## config.mk

```make
export PLATFORM = sky130hd
export DESIGN_NAME = sp_ram_bus_adapter
export DESIGN_NICKNAME = d
export VERILOG_FILES = /design/src/rtl/sp_ram_bus_adapter.sv
export SDC_FILE = /design/constraint.sdc
export NUM_CORES = 1
export LEC_CHECK = 0
export BUFFER_PORTS_ARGS = -buffer_cell sky130_fd_sc_hd__buf_4
export CAP_MARGIN = 20
export CELL_PAD_IN_SITES_DETAIL_PLACEMENT = 1
export CELL_PAD_IN_SITES_GLOBAL_PLACEMENT = 2
export CORE_ASPECT_RATIO = 1.25
export CORE_MARGIN = 4
export CORE_UTILIZATION = 28
export CTS_BUF_LIST = sky130_fd_sc_hd__clkbuf_16
export CTS_CLUSTER_DIAMETER = 60
export DETAILED_ROUTE_END_ITERATION = 7
export GPL_ROUTABILITY_DRIVEN = 0
export PLACE_DENSITY = 0.78
export SLEW_MARGIN = 10
export SYNTH_ARGS = -nofsm -noshare
export SYNTH_HDL_FRONTEND = slang
export SYNTH_SLANG_ARGS = --single-unit
```

## constraint.sdc

```tcl
create_clock -name clk -period 4.5 [get_ports clk]
set_clock_uncertainty 0.05 [all_clocks]
set_input_delay 0.9 -clock clk [delete_from_list [all_inputs] [get_ports clk]]
set_output_delay 0.9 -clock clk [all_outputs]
set_load 0.005 [all_outputs]
```

## src/rtl/sp_ram_bus_adapter.sv

```systemverilog
// sp_ram_bus_adapter
//   Slave front end for the single-port RAM wrapper. Turns a req/gnt/rvalid
//   bus with byte addresses into RAM en/addr/we/be strobes and returns exactly
//   one response per granted transfer. The RAM's read data is only valid for
//   one cycle and cannot be stalled, so responses the master is not ready for
//   are parked in a 2-entry skid FIFO. Grants are credit-limited so that FIFO
//   can never overflow. Addresses beyond the RAM depth get an error response
//   and never touch the RAM.
//
// Ports
//   clk, rst_n          clock, synchronous active-low reset
//   req_i / gnt_o       request / grant (accept = req_i & gnt_o)
//   addr_i              byte address, bits [1:0] ignored
//   we_i, be_i, wdata_i write enable, byte enables, write data
//   rvalid_o / rready_i response handshake
//   rdata_o, err_o      response data (0 for writes/errors), range error flag
//   ram_*               RAM strobes; ram_rdata_i valid the cycle after ram_en_o
module sp_ram_bus_adapter #(
   parameter int ADDR_WIDTH = 17,
   parameter int NUM_WORDS  = 32768
) (
   input  logic                  clk,
   input  logic                  rst_n,
   input  logic                  req_i,
   output logic                  gnt_o,
   input  logic [31:0]           addr_i,
   input  logic                  we_i,
   input  logic [3:0]            be_i,
   input  logic [31:0]           wdata_i,
   output logic                  rvalid_o,
   input  logic                  rready_i,
   output logic [31:0]           rdata_o,
   output logic                  err_o,
   output logic                  ram_en_o,
   output logic [ADDR_WIDTH-1:0] ram_addr_o,
   output logic [31:0]           ram_wdata_o,
   output logic                  ram_we_o,
   output logic [3:0]            ram_be_o,
   input  logic [31:0]           ram_rdata_i
);

   logic [31:0] fifo_rdata [2];
   logic        fifo_err   [2];
   logic        wr_ptr;
   logic        rd_ptr;
   logic [1:0]  count;

   logic        inflight;
   logic        is_read;
   logic        is_err;

   logic [29:0] word_addr;
   logic        in_range;
   logic [1:0]  occ;
   logic        accept;
   logic        fifo_empty;
   logic [31:0] resp_rdata;
   logic        resp_err;
   logic        push;
   logic        pop;

   assign word_addr = addr_i[31:2];
   assign in_range  = ({2'b00, word_addr} < 32'(NUM_WORDS));

   // Outstanding responses: parked ones plus the one arriving next cycle.
   assign occ    = count + {1'b0, inflight};
   assign gnt_o  = req_i & rst_n & (occ < 2'd2);
   assign accept = req_i & gnt_o;

   assign ram_en_o    = accept & in_range;
   assign ram_we_o    = accept & in_range & we_i;
   assign ram_addr_o  = addr_i[ADDR_WIDTH+1:2];
   assign ram_wdata_o = wdata_i;
   assign ram_be_o    = be_i;

   assign fifo_empty = (count == 2'd0);
   assign resp_rdata = (is_read & ~is_err) ? ram_rdata_i : 32'h0;
   assign resp_err   = is_err;

   // The live RAM response is presented directly only when nothing older is
   // parked; otherwise it must queue behind the FIFO head to keep order.
   assign push = rst_n & inflight & (~fifo_empty | ~rready_i);
   assign pop  = rst_n & ~fifo_empty & rready_i;

   always_comb begin
      rvalid_o = 1'b0;
      rdata_o  = 32'h0;
      err_o    = 1'b0;
      if (rst_n) begin
         if (!fifo_empty) begin
            rvalid_o = 1'b1;
            rdata_o  = fifo_rdata[rd_ptr];
            err_o    = fifo_err[rd_ptr];
         end else if (inflight) begin
            rvalid_o = 1'b1;
            rdata_o  = resp_rdata;
            err_o    = resp_err;
         end
      end
   end

   always_ff @(posedge clk) begin
      if (!rst_n) begin
         inflight      <= 1'b0;
         is_read       <= 1'b0;
         is_err        <= 1'b0;
         wr_ptr        <= 1'b0;
         rd_ptr        <= 1'b0;
         count         <= 2'd0;
         fifo_rdata[0] <= 32'h0;
         fifo_rdata[1] <= 32'h0;
         fifo_err[0]   <= 1'b0;
         fifo_err[1]   <= 1'b0;
      end else begin
         inflight <= accept;
         if (accept) begin
            is_read <= ~we_i;
            is_err  <= ~in_range;
         end
         if (push) begin
            fifo_rdata[wr_ptr] <= resp_rdata;
            fifo_err[wr_ptr]   <= resp_err;
            wr_ptr             <= ~wr_ptr;
         end
         if (pop) begin
            rd_ptr <= ~rd_ptr;
         end
         case ({push, pop})
            2'b10:   count <= count + 2'd1;
            2'b01:   count <= count - 2'd1;
            default: count <= count;
         endcase
      end
   end

   a_no_overflow : assert property (@(posedge clk) disable iff (!rst_n)
      !(push && !pop && count == 2'd2));

endmodule

```

Word level (Yosys, flattened, before mapping)
Memory sizes are Yosys's and may differ from the RTL's. A register that Yosys moved wholly into a read port is not among the register bits.
Index checks and enable logic that the tools add are counted.
- bits of input ports: 105
- memories kept: 2
- memory bits (writable): 66
- logic and storage cells: 62
- output and inout bits: 90
- register bits: 7
- memories (name ; depth ; width ; rd ports ; clocked after Yosys merged registers in ; write ports ; RTL line ; text):
    fifo_rdata ; 2 ; 32 ; 1 ; 1 ; 2 ; 42 ; logic [31:0] fifo_rdata [2];
    fifo_err ; 2 ; 1 ; 1 ; 1 ; 2 ; 43 ; logic fifo_err [2];
- muxes and demuxes: 25
- add/sub/neg operators: 3
- magnitude comparators: 2
- bitwise logic cells: 18
- reduce and logical (&&, ||, !) cells: 4
- eq/ne operators: 2
- operators by type and width (cell ; number):
    2-to-1 mux 32 bit ; 5
    OR reduction 32 bit ; 1
    less-than comparator 30 x 16 -> 1 bit, second input constant ; 1
    2-to-1 mux 1 bit ; 19
    bitwise AND 1 bit ; 10
    inverter 1 bit ; 7
    case mux 2 bit (2 select lines) ; 1
    adder 2 x 1 -> 2 bit ; 1
    adder 2 x 1 -> 2 bit, second input constant ; 1
    equality test 2 x 1 -> 1 bit, second input constant ; 1
    equality test 2 bit, second input constant ; 1
    zero test 2 bit ; 1
    less-than comparator 2 bit, second input constant ; 1
    nonzero test 2 bit ; 1
    subtractor 2 x 1 -> 2 bit, second input constant ; 1
    OR 1 bit ; 1
    OR reduction 1 bit ; 1

Logic depth before layout (Yosys ltp)
Gate-level depths: netlist of the first run.
- depth in word-level cells: 9
- gate-level depth with buffers: 8
- mapped depth without buffers: 6

Worst setup path after synthesis of the first run
OpenSTA, ideal clock, no wires.
- path kind: in2reg
- from: in rready_i
- to: mem fifo_rdata[0][0], enable pin
- path buffers: 0
- setup time: 466 ps
- data arrival time: 3507 ps
- slack: 477 ps
- data required time: 3984 ps
- stages: 3
- cells stage by stage: or3b_1 -> nand3_1 -> o21ai_0
- RTL lines (what ; RTL line ; text):
    from (decl) ; 31 ; input logic rready_i,
    to (decl) ; 42 ;

Worst setup path after layout of the first run
- from: reg count[1]
- to: out rdata_o[28]
- longest elaborated chain between the ends: 3
- ends and longest elaborated chain (what ; RTL line ; text):
    from (decl) ; 46 ; logic [1:0] count;
    from (signal assigned) ; 129 ; 2'b10: count <= count + 2'd1;
    from (signal assigned) ; 130 ; 2'b01: count <= count - 2'd1;
    from (signal assigned) ; 131 ; default: count <= count;
    zero test 2 bit ; 76 ; assign fifo_empty = (count == 2'd0);
    2-to-1 mux 32 bit ; 90 ; if (!fifo_empty) begin
    2-to-1 mux 32 bit ; 89 ; if (rst_n) begin
    to (decl) ; 32 ; output logic [31:0] rdata_o,
Every way passes these cells.

==> metrics.cfg, run 1 <==
[global_route]
gr-total-overflow = 0
grt_use_met3_pct = 4.044
grt_max_degree = 41
grt_util_met2_pct = 21.49
busiest_layer = met2
grt_pass1_vias = 3114
grt_usage_pct = 11.88
use_met1_pct = 12.80
grt_pass1_wl_mm = 16.21
antenna_found_initial = 0

[critical_path]
rr_startpoint = inflight$_SDFF_PN0_
startpoint = count[1]$_SDFFE_PN0P_
cp_data_required_time_ns = 3.55
critPathKind = flop to primary output
arrival_ns = 2.49
critPathCaptureType = primary output
startpoint_type = flop
cp_max_fo = 17

[final_layout]
final_area_sq_um = 5006
nFillCells = 1602
nets = 506
multi_input_area_sq_um = 1572
layout-drive-gt1-share_pct = 38.27
layout_common_cells = buf_4, and2_1, edfxtp_1
layout_commonest_cell = buf_4
syn2layout_area_growth_pct = 17.40
antennaDiodeCount = 0
regArea_sq_um = 2125

[timing]
finalCritPeriodShare_pct = 76.55
hold_viol = 0
setup_viol = 0
slew_headroom_pct = 31.19
tightest_slew_ns = 1.028
maxSlewViolCount = 0
tns_ns = 0
rsz0062_at_grt = no
fmax_ghz = 0.2903
finalCriticalPeriod_ns = 3.445
fin_ws_ns = 1.055

[power]
cellLeakagePower_uw = 0.001954
switchingPower_uw = 383.1
comb_power_share_pct = 9.6
p_seq_share_pct = 46.3
irDropWorstVdd_mv = 0.1287
p_int_uw = 1339
p_clk_share_pct = 44.1
power_density_nw_per_um2 = 344.0
swShare_pct = 22.24

[synthesis]
syn_inst = 373
syn_area_per_cell_sq_um = 11.43
synth_top_area_share_pct = 45.07
synth.distinct_cells = 38
yosys_warnings = 0
synth_top_area_cell = edfxtp_1
syn_nets = 479
synth_area_leaders = edfxtp_1, and2_1, buf_4, mux2_2, a32oi_1
seq_area_frac_synth_pct = 49.77
ys_seq_elements = 74
syn_area_sq_um = 4264

[floorplan]
die_h_microns = 146.0
die_w_microns = 118.4
num_rows = 50
initial_core_util_pct = 28.52
design.portCount = 195
core_area_sq_um = 14950
die_area_sq_um = 17280

[detailed_routing]
wl_mm = 10.16
ant_nets = 0
drt_iter0_drc = 92
drtPass1Iterations = 4
dr_total_vias = 2853
vias_per_cell = 4.860
post_drt_wl_per_cell_microns = 17.32
route.detailed.drc = 0

[clock_tree]
postCtsSetupRepairBufs = 0
cts-buffers-inserted = 9
cts_tree = built
hold_buffers = 0
cts.clk_slew.worst_paths_ns = 0.06
cts_resized = 0
clk_latency_ns = 0.33
htreeDepth = 3
cts_root_buf = clkbuf_16
clockBufferDepth = 2
cts_sinks = 74

[worst_hold_path]
timing.hold.worst.class = flop to flop
hold_start = fifo_err[1]$_DFF_P_

[outcome]
status = complete, no violations

[place]
post-place-ws_ns = 1.295
portBuffers = 90
placed_cell_area_sq_um = 4687
post-dp-hpwl_mm = 6.725

[flow_run]
cap_violations = 0

-- worst paths after layout --
check | end | slack, ns | depth (start not counted)
max | rdata_o[28] | 1.06 | 5
min | fifo_err[1]$_DFF_P_ | 0.44 | 2
max reg2reg | fifo_rdata[1][16]$_SDFFCE_PN0P_ | 1.69 | 3
min reg2reg | fifo_err[1]$_DFF_P_ | 0.44 | 2
-- worst max-delay path, cell delays in order, from the launching register on --
cell	delay, ns
dfxtp_1	0.40
nor4b_4	0.92
buf_4	0.39
a32oi_1	0.13
nor2_1	0.18
buf_4	0.13
-- metal layers --
layer  routed length, microns  up-vias
met5                        0        -
met4                      157        0
met3                      596       18
met2                     5437       84
met1                     3973     1401
li1                         -     1350
-- state kept, by name, indices dropped and copies added, names as in the netlist, named ones only --
name        cells
is_read         1
fifo_rdata     64
wr_ptr          1
fifo_err        2
is_err          1
inflight        1
count           2
rd_ptr          1
-- cell usage after synthesis, drive strengths merged --
| cell | instances |
|---|---|
| buf | 73 |
| xnor2 | 1 |
| nand4 | 2 |
| o211a | 1 |
| a21bo | 1 |
| mux2i | 3 |
| nand2 | 7 |
| nor3 | 2 |
| ha | 1 |
| dfxtp | 10 |
| nand2b | 1 |
| edfxtp | 64 |
| inv | 6 |
| o31ai | 1 |
| nand3 | 2 |
| nor4 | 6 |
| mux2 | 33 |
| or3b | 1 |
| and2 | 64 |
| a32oi | 32 |
| nor3b | 1 |
| a31o | 1 |
| o311ai | 1 |
| clkbuf | 7 |
| nor2 | 39 |
| a21oi | 2 |
| or2 | 1 |
| nor4b | 1 |
| or3 | 2 |
| nand3b | 1 |
| xor2 | 2 |
| a21o | 1 |
| o21ai | 3 |
-- cell type report --
| type | count | area share (%) |
|---|---|---|
| well taps | 182 | 4.549 |
| flip-flops and latches | 74 | 42.44 |
| clock buffers | 9 | 4.499 |
| clock inverters | 7 | 1.875 |
| inverters | 6 | 0.4499 |
| multi-input cells | 213 | 31.39 |
| repair buffers | 96 | 14.80 |
-- metrics by stage --
step / std cells / total power (uW) / hold slack (ns) / utilization (%)
floorplan: 373 / 929.6 / 0.3962 / -
finish: 587 / 1722 / 0.4395 / 33.48
global route: 587 / 1796 / 0.4698 / 33.48
global placement: 570 / 972.2 / 0.4082 / 31.16
CTS: 587 / 1750 / 0.4489 / 33.48
detailed placement: 571 / 981.4 / 0.4400 / 31.35
-- power by group through the flow --
| stage | clock network (uW) | logic [uW] | registers (uW) |
|---|---|---|---|
| finish | 760 | 165 | 798 |
| global route | 810 | 183 | 803 |
| CTS | 783 | 169 | 798 |
| detailed placement | 0 | 169 | 813 |
| global placement | 0 | 161 | 811 |
| floorplan | 0 | 135 | 795 |
-- kinds of logic (layout without fill, tap and decap cells) --
logic type | after synthesis | in the layout | synth area share (%)
AND/OR/NAND/NOR | 130 | 130 | 17.81
buffers and inverters | 86 | 118 | 13.70
flip-flops | 74 | 74 | 49.77
AO/OA/AOI/OAI | 43 | 43 | 8.392
adder cells (fa/ha/maj) | 1 | 1 | 0.2934
XOR/XNOR | 3 | 3 | 0.6163
multiplexers | 36 | 36 | 9.419
No activity file was read; power rests on OpenSTA's default activity.
==> run 2, diff against run 1 <==
--- a/config.mk
+++ b/config.mk
@@ -5,18 +5,19 @@
 export SDC_FILE = /design/constraint.sdc
 export NUM_CORES = 1
 export LEC_CHECK = 0
+export ABC_AREA = 1
 export BUFFER_PORTS_ARGS = -buffer_cell sky130_fd_sc_hd__buf_4
 export CAP_MARGIN = 20
 export CELL_PAD_IN_SITES_DETAIL_PLACEMENT = 1
 export CELL_PAD_IN_SITES_GLOBAL_PLACEMENT = 2
 export CORE_ASPECT_RATIO = 1.25
 export CORE_MARGIN = 4
-export CORE_UTILIZATION = 28
+export CORE_UTILIZATION = 23
 export CTS_BUF_LIST = sky130_fd_sc_hd__clkbuf_16
 export CTS_CLUSTER_DIAMETER = 60
 export DETAILED_ROUTE_END_ITERATION = 7
 export GPL_ROUTABILITY_DRIVEN = 0
-export PLACE_DENSITY = 0.78
+export PLACE_DENSITY = 0.74
 export SLEW_MARGIN = 10
 export SYNTH_ARGS = -nofsm -noshare
 export SYNTH_HDL_FRONTEND = slang
==> constraint.sdc (replaced) <==
create_clock -name clk -period 2.85 [get_ports clk]
set_clock_uncertainty 0.05 [all_clocks]
set_input_delay 0.57 -clock clk [delete_from_list [all_inputs] [get_ports clk]]
set_output_delay 0.57 -clock clk [all_outputs]
set_load 0.005 [all_outputs]
==> run 2 against run 1 <==
Area after synthesis up 0.44%; hold slack worse by 0.013 ns; clock-buffer cell count unchanged; combinational power up 74%; non-clock buffer count up 4; sequential power up 54%; utilization down 5.8 points; critical path depth up 2; synthesized cell count up 42%; via count up 20%; die area up 21%; highest routed layer unchanged.
==> metrics.cfg, run 2 <==
[detailed_routing]
ant_nets = 0
route.detailed.drc = 0
wl_mm = 11.85
drt_iter0_drc = 92
dr_total_vias = 3418
drtPass1Iterations = 5
vias_per_cell = 4.289
post_drt_wl_per_cell_microns = 14.86

[synthesis]
synth_area_leaders = edfxtp_1, nor2_1, buf_4, inv_1, nand2_1
synth_edf_count = 64
syn_area_sq_um = 4283
synth_most_common_cell = nor2_1
ys_seq_elements = 74
synth_common_cells = nor2_1, inv_1, edfxtp_1, nand2_1, buf_4
syn_nets = 636
synth_ff_type = edfxtp_1
ys_async_sr_fraction_pct = 0
syn_inst = 530
yosys_warnings = 0
synth.distinct_cells = 23
synth_top_area_share_pct = 44.87
seq_area_frac_synth_pct = 49.55
synth_top_area_cell = edfxtp_1
syn_area_per_cell_sq_um = 8.081

[critical_path]
arrival_ns = 2.04
cp_data_required_time_ns = 2.23
critPathKind = flop to primary output
rr_startpoint = count[0]$_SDFFE_PN0P_
cp_max_fo = 21
critPathCaptureType = primary output
startpoint_type = flop
r2r_slack_ns = 1.08
r2r_cells = 7
rr_endpoint = count[1]$_SDFFE_PN0P_

[clock_tree]
clockBufferDepth = 2
cts.clk_slew.worst_paths_ns = 0.05
cts_resized = 0
cts_tree = built
hold_buffers = 0
cts_sinks = 74
htreeDepth = 3
clk_latency_ns = 0.33
postCtsSetupRepairBufs = 0
cts_root_buf = clkbuf_16
cts-buffers-inserted = 9

[floorplan]
design.portCount = 195
num_rows = 55
core_area_sq_um = 18240
initial_core_util_pct = 23.49
die_h_microns = 160.6
die_w_microns = 130.1
die_area_sq_um = 20880

[timing]
hold_viol = 0
rsz0062_at_grt = no
tightest_slew_ns = 0.6143
finalCritPeriodShare_pct = 93.19
fmax_ghz = 0.3765
setup_viol = 0
fin_ws_ns = 0.1942
slew_headroom_pct = 58.95
finalCriticalPeriod_ns = 2.656
maxSlewViolCount = 0
tns_ns = 0
hold_ws_ns = 0.4268

[outcome]
status = complete, no violations

[power]
irDropWorstVdd_mv = 0.1965
cellLeakagePower_uw = 0.002046
power_uw = 2489
power_density_nw_per_um2 = 492.9

[final_layout]
layout_common_cells = nor2_1, buf_4, inv_1
syn2layout_area_growth_pct = 17.94
nFillCells = 2122
largestRegisters = fifo_rdata: 64 flops, count: 2 flops, fifo_err: 2 flops
antennaDiodeCount = 0
regMostFlops = fifo_rdata
nets = 672
fin_cells = 797
layout-drive-gt1-share_pct = 23.37
regArea_sq_um = 2122
largest_reg_flops = 64
multi_input_area_sq_um = 1364
layout_commonest_cell = nor2_1

[global_route]
use_met1_pct = 11.85
antenna_found_initial = 0
grt_util_met2_pct = 21.62
grt_pass1_wl_mm = 18.60
grt_usage_pct = 11.44
grt_use_met3_pct = 2.927
gr-total-overflow = 0
grt_pass1_vias = 3792
busiest_layer = met2
grt_max_degree = 34

[worst_hold_path]
hold_start = fifo_err[1]$_DFF_P_
timing.hold.worst.class = flop to flop
holdPathEnd = fifo_err[1]$_DFF_P_
hold_depth = 2

[place]
dp_cells = 783
portBuffers = 90
post-dp-hpwl_mm = 8.232
post-place-ws_ns = 0.4998

[flow_run]
cap_violations = 0

[run 2: final cells by class]
class                   instances  area share [%]
inverters                      71           5.276
clock inverters                 5          0.4954
flip-flops and latches         74           42.01
repair buffers                100           15.11
well taps                     228           5.648
clock buffers                   9           4.459
multi-input cells             310           27.00
[run 2: logic make-up after synthesis]
family                     synth area share (%)
and+or+nand+nor                           22.52
DFF                                       49.55
buffers and inverters                     18.73
AOI/OAI and AO/OA                         8.910
adders and majority gates                0.2921
[run 2: metal layers]
| metal | wire, microns | vias to the layer above |
|---|---|---|
| met5 | 0 | - |
| met4 | 169 | 0 |
| met3 | 670 | 13 |
| met2 | 6493 | 98 |
| met1 | 4511 | 1630 |
| li1 | - | 1677 |
[run 2: critical path, stage by stage, from the launching register on]
cell,delay [ns]
dfxtp_1,0.37
inv_1,0.10
nand2_1,0.12
nor2_4,0.50
buf_4,0.26
nand2_1,0.06
a21oi_1,0.15
buf_4,0.14
[run 2: stage by stage]
step | utilization (%) | cell area (sq um)
floorplan | - | 4283
global placement | 26.33 | 4801
detailed placement | 26.33 | 4801
CTS | 27.70 | 5051
global route | 27.70 | 5051
finish | 27.70 | 5051
[run 2: how the worst max path moves through the flow]
stage                               start                              to  slack (ns)  depth (start not counted)
floorplan                           rst_n  fifo_rdata[0][0]$_SDFFCE_PN0P_        0.57                          5
global placement                     flop                      rdata_o[7]        0.56                          6
detailed placement  count[1]$_SDFFE_PN0P_                      rdata_o[2]        0.50                          7
CTS                 count[1]$_SDFFE_PN0P_                      rdata_o[3]        0.14                          7
global route        count[0]$_SDFFE_PN0P_                      rdata_o[4]        0.01                          7
finish              count[1]$_SDFFE_PN0P_                      rdata_o[2]        0.19                          7
[run 2: power by group]
part / leakage, uW / switching [uW] / internal (uW) / total [uW]
clock network: 0.000126 / 398 / 569 / 967
registers: 0.000747 / 16.5 / 1220 / 1230
logic: 0.00117 / 173 / 115 / 287
total: 0.00205 / 588 / 1900 / 2490
